### src/rtl/robs_pkg.sv
// ============================================================================
// robs_pkg
// Shared state encoding, control-vector bit map and output decode for the
// Robertson's signed multiplier controller.
// Revision: 1.0
// ============================================================================
`default_nettype none

package robs_pkg;

    localparam int CTRL_W = 15;

    localparam int C_LD_Y    = 0;
    localparam int C_LD_CNT  = 1;
    localparam int C_CLR_A   = 2;
    localparam int C_LD_X    = 3;
    localparam int C_RH_LO   = 4;
    localparam int C_RH_HI   = 5;
    localparam int C_RL_SEL  = 6;
    localparam int C_X_SEL   = 7;
    localparam int C_LD_RH   = 8;
    localparam int C_LD_RL   = 9;
    localparam int C_ALU_ADD = 10;
    localparam int C_SR_ASR  = 11;
    localparam int C_SR_LD   = 12;
    localparam int C_CNT_DEC = 13;
    localparam int C_LD_A    = 14;

    localparam logic [1:0] RH_A   = 2'd0;
    localparam logic [1:0] RH_SR  = 2'd1;
    localparam logic [1:0] RH_ALU = 2'd2;

    typedef enum logic [3:0] {
        S_IDLE   = 4'd0,
        S_LOAD   = 4'd1,
        S_INITR  = 4'd2,
        S_DEC    = 4'd3,
        S_TEST   = 4'd4,
        S_ADD    = 4'd5,
        S_SUB    = 4'd6,
        S_ALU_WB = 4'd7,
        S_SH_LD  = 4'd8,
        S_SH_AS  = 4'd9,
        S_SH_WB  = 4'd10,
        S_STORE  = 4'd11,
        S_DONE   = 4'd12
    } state_t;

    // op carries the add/sub choice into the write-back cycle so the ALU
    // opcode stays stable while its registered result is captured.
    function automatic logic [CTRL_W-1:0] ctrl_decode(input state_t s, input logic op);
        logic [CTRL_W-1:0] v;
        v = '0;
        case (s)
            S_LOAD: begin
                v[C_LD_Y]   = 1'b1;
                v[C_LD_CNT] = 1'b1;
                v[C_CLR_A]  = 1'b1;
                v[C_LD_X]   = 1'b1;
            end
            S_INITR: begin
                v[C_RH_HI:C_RH_LO] = RH_A;
                v[C_LD_RH]         = 1'b1;
                v[C_LD_RL]         = 1'b1;
            end
            S_DEC:    v[C_CNT_DEC] = 1'b1;
            S_ADD:    v[C_ALU_ADD] = 1'b1;
            S_ALU_WB: begin
                v[C_RH_HI:C_RH_LO] = RH_ALU;
                v[C_LD_RH]         = 1'b1;
                v[C_ALU_ADD]       = op;
            end
            S_SH_LD:  v[C_SR_LD]  = 1'b1;
            S_SH_AS:  v[C_SR_ASR] = 1'b1;
            S_SH_WB: begin
                v[C_RH_HI:C_RH_LO] = RH_SR;
                v[C_RL_SEL]        = 1'b1;
                v[C_LD_RH]         = 1'b1;
                v[C_LD_RL]         = 1'b1;
            end
            S_STORE: begin
                v[C_LD_A]  = 1'b1;
                v[C_LD_X]  = 1'b1;
                v[C_X_SEL] = 1'b1;
            end
            default: ;
        endcase
        return v;
    endfunction

endpackage

`default_nettype wire

### src/rtl/robs_control.sv
// ============================================================================
// robs_control
// Moore sequencer for the Robertson's signed multiplier datapath.
// Revision: 1.0
// ============================================================================
`default_nettype none

module robs_control
    import robs_pkg::*;
#(
    parameter int WIDTH = 8
) (
    input  logic              clk,
    input  logic              reset,
    input  logic              start,
    input  logic              zr,
    input  logic              zq,
    output logic [CTRL_W-1:0] c,
    output logic              busy,
    output logic              done
);

    // The iteration count lives in the datapath counter; here WIDTH only
    // guards against a degenerate configuration.
    if (WIDTH < 2) begin : g_width_check
        $error("robs_control: WIDTH must be at least 2");
    end

    state_t r_state;
    state_t w_next;
    logic   r_op;

    always_comb begin
        w_next = r_state;
        case (r_state)
            S_IDLE:   if (start) w_next = S_LOAD;
            S_LOAD:   w_next = S_INITR;
            S_INITR:  w_next = S_DEC;
            S_DEC:    w_next = S_TEST;
            S_TEST: begin
                if (zr)      w_next = S_SH_LD;
                else if (zq) w_next = S_SUB;
                else         w_next = S_ADD;
            end
            S_ADD:    w_next = S_ALU_WB;
            S_SUB:    w_next = S_ALU_WB;
            S_ALU_WB: w_next = S_SH_LD;
            S_SH_LD:  w_next = S_SH_AS;
            S_SH_AS:  w_next = S_SH_WB;
            S_SH_WB:  w_next = zq ? S_STORE : S_DEC;
            S_STORE:  w_next = S_DONE;
            S_DONE:   w_next = S_IDLE;
            default:  w_next = S_IDLE;
        endcase
    end

    // Outputs are decoded from the next state so they are registered
    // alongside it and never depend combinationally on the inputs.
    always_ff @(posedge clk or negedge reset) begin
        if (!reset) begin
            r_state <= S_IDLE;
            r_op    <= 1'b0;
            c       <= '0;
            busy    <= 1'b0;
            done    <= 1'b0;
        end else begin
            r_state <= w_next;
            if (w_next == S_ADD)
                r_op <= 1'b1;
            else if (w_next == S_SUB)
                r_op <= 1'b0;
            c    <= ctrl_decode(w_next, r_op);
            busy <= (w_next != S_IDLE);
            done <= (w_next == S_DONE);
        end
    end

endmodule

`default_nettype wire

### config.mk
export PLATFORM = sky130hd
export DESIGN_NAME = robs_control
export DESIGN_NICKNAME = d
export VERILOG_FILES = /design/src/rtl/robs_pkg.sv /design/src/rtl/robs_control.sv
export SDC_FILE = /design/constraint.sdc
export NUM_CORES = 1
export LEC_CHECK = 0
export ABC_AREA = 1
export CORE_UTILIZATION = 40
export DETAILED_ROUTE_END_ITERATION = 16
export MAX_ROUTING_LAYER = met4
export PLACE_DENSITY = 0.75
export SYNTH_ARGS = -nofsm -noshare
export SYNTH_HDL_FRONTEND = slang
export SYNTH_SLANG_ARGS = --single-unit
### constraint.sdc
create_clock -name clk -period 1.3 [get_ports clk]
set_input_delay 0.325 -clock clk [delete_from_list [all_inputs] [get_ports clk]]
set_output_delay 0.325 -clock clk [all_outputs]
set_load 0.02 [all_outputs]
==> results.cfg <==
[outcome]
status = completed

[sta]
grt_setup_unrepaired = false
timing.fmax_mhz = 790
slew_violations = 0
worst_pin_slew_ns = 0.232
fin_crit_sh_pct = 97.3
setup_tns_ns = 0
worst_slack_ns = 0.0348
hold_viol = 0
finalSetupViolations = 0
min_period_ns = 1.27
finClkSkew_ns = 0.00650
slew_headroom_pct = 84.6

[yosys]
synth_area_um2 = 820
synth_top_family_by_area = simple AND/OR/NAND/NOR gates
ys_warn_count = 0
ys_types = 13
synth_adder_area_share_pct = 0
ys_seq_area_share_pct = 55.0
synth_compound_area_share_pct = 0
ys_ff_latch = 18
synth_fp_nets = 100
synthXorXnorAreaFrac_pct = 1.07
synth_area_per_cell_um2 = 8.63
syn_inst = 95
synth-simple-area-share_pct = 30.2
synth.mux.area_fraction_pct = 0

[global_routing]
grtUsageTotal_pct = 16.4
grt_use_met1_pct = 16.1
grt_pass1_wl_um = 2360
grt_start_max_net_pins = 19
antenna_found_initial = 0
grt_pass1_vias = 610
met2_usage_pct = 29.6
overflow = 0
grt_use_met3_pct = 3.46
grt-busiest-layer = met2

[clock_network]
cts_sinks = 18
ctsLongestPathBuffers = 2
ctsRootBufferMaster = clkbuf_4
hold_buffers = 0
cts_htree_levels = 1
clock_insertion_delay_worst_skew_ns = 0.30
cts_tree = built
clk_transition_reported_paths_ns = 0.10
cts_buffers = 3

[placed_design]
dp.cells = 141
dp_hpwl_um = 1150
portBuffers = 21
place_congestion = 0.920
pre_cts_slack_ns = -0.187

[power]
power.switching_mw = 1.01
p_leak_nw = 0.608
power_frac_seq_pct = 38.9
internal-power_mw = 1.31
combPwrFrac_pct = 46.4
switching_share_pct = 43.5
design_power_total_mw = 2.32
clkPwrFrac_pct = 14.7
p_per_area_nw_per_um2 = 2300
ir_drop_mv = 1.19

[die]
core_um2 = 1940
num_io_pins = 22
num_rows = 16
die_h_um = 47.3
die_w_um = 47.3
initial_core_util_pct = 42.2
dieArea_um2 = 2230

[routing]
dr.first_iter.drc_count = 9
ant_nets = 0
first_pass_iters = 4
drt_drc_violations_left = 0
vias = 669
via_per_inst = 4.58
postRouteWirelength_um = 1540
wire_per_inst_um = 10.6

[cells_and_area]
fillCellCount = 202
final_util_pct = 51.9
layout_commonest_cell = nand2_1
nets = 125
seq_area_um2 = 453
mostFrequentLayoutCells = 21 x nand2_1, 16 x nor2_1, 16 x dfrtp_1
multi_input_comb_area_um2 = 256
antennaDiodeCount = 0
layoutNonFillerInstCount = 146
drive_gt1_share_pct = 30.3
syn2layout_area_growth_pct = 22.9

[setup_path]
critPathArrivalTime_ns = 0.94
reg2reg_from = r_state[0]
cp_max_fo = 1
path_depth = 1
cp-startpoint = c[3]
criticalPathCategory = flop to output pin
crit_path_max_incr_delay_ns = 0.37
cpLargestDelayFamily = flip-flops
timing.rr.end = busy
setup.worst_path.end = c[3]
worstPathCellList = clkdlybuf4s15_1
crit_path_end_kind = output pin
worst-path-buf-inv = 1
r2r_slack_ns = 0.06
critPathLaunchType = flop
rr_worst_depth = 5
worst-endpoint-required_ns = 0.98
cpMaxStageDelayCell = dfrtp_1

[run]
drv_cap = 0

[min_path]
hp-class = input pin to asynchronous set/reset pin
routing by layer:
layer	part of all wire, %	vias up
li1	-	330
met1	42	314
met2	52	20
met3	3.9	5
met4	2.1	0
met5	0	-
cell families (layout without fill, tap and decap cells):
group | count (synthesis) | in the layout
xor+xnor | 1 | 1
flops | 18 | 18
simple gates | 54 | 54
buf+inv | 22 | 46
worst min-delay path by stage:
stage	end	slack, ns	cells after the start
2_1_floorplan	busy	0.03	0
3_3_place_gp	c[10]	0.47	2
3_5_place_dp	c[10]	0.47	2
4_1_cts	c[7]	0.35	2
5_1_grt	r_state[0]	0.38	2
6_report	c[7]	0.35	2
Yosys cell counts:
| cell | number | area (um^2) |
|---|---|---|
| nand2_1 | 21 | 78.8 |
| nor2_1 | 16 | 60.1 |
| nand2_2 | 2 | 12.5 |
| inv_1 | 13 | 48.8 |
| buf_6 | 2 | 22.5 |
| nor2_4 | 1 | 11.3 |
| buf_4 | 4 | 30.0 |
| nand3_1 | 9 | 45.0 |
| inv_2 | 3 | 11.3 |
| xnor2_1 | 1 | 8.76 |
| nand3_2 | 3 | 30.0 |
| nor3_1 | 2 | 10.0 |
| dfrtp_1 | 18 | 450 |
stage by stage:
stage / hold WS, ns / cell area (um^2)
floorplan: 0.0294 / 820
global placement: 0.467 / 1040
detailed placement: 0.467 / 1040
CTS: 0.353 / 1080
global route: 0.385 / 1010
finish: 0.351 / 1010
timing repair:
action                     in CTS  in global routing
buffers inserted                0                  1
gates resized for setup        35                 21
setup endpoints to repair      17                 19
gates cloned                    0                  0
pin swaps                       0                  0
power groups by stage:
stage | Sequential, mW | Clock (mW) | Combinational (mW)
finish | 0.900 | 0.341 | 1.07
global route | 0.924 | 0.367 | 1.21
CTS | 0.895 | 0.348 | 1.11
detailed placement | 0.908 | 0 | 1.17
global placement | 0.902 | 0 | 1.14
floorplan | 0.967 | 0 | 0.752
registers in the layout (all words and copies together) (netlist names):
register and cells:
busy 1, c 11, done 1, r_op 1
r_state 4
layout make-up:
cell class / count / share of cell area [%]
tap: 27 / 3.35
clock buffer: 4 / 3.60
multi-input combinational: 55 / 25.5
timing repair buffer: 26 / 16.6
inverter: 16 / 5.96
sequential: 18 / 45.0
Power figures use the tool's default switching activity.
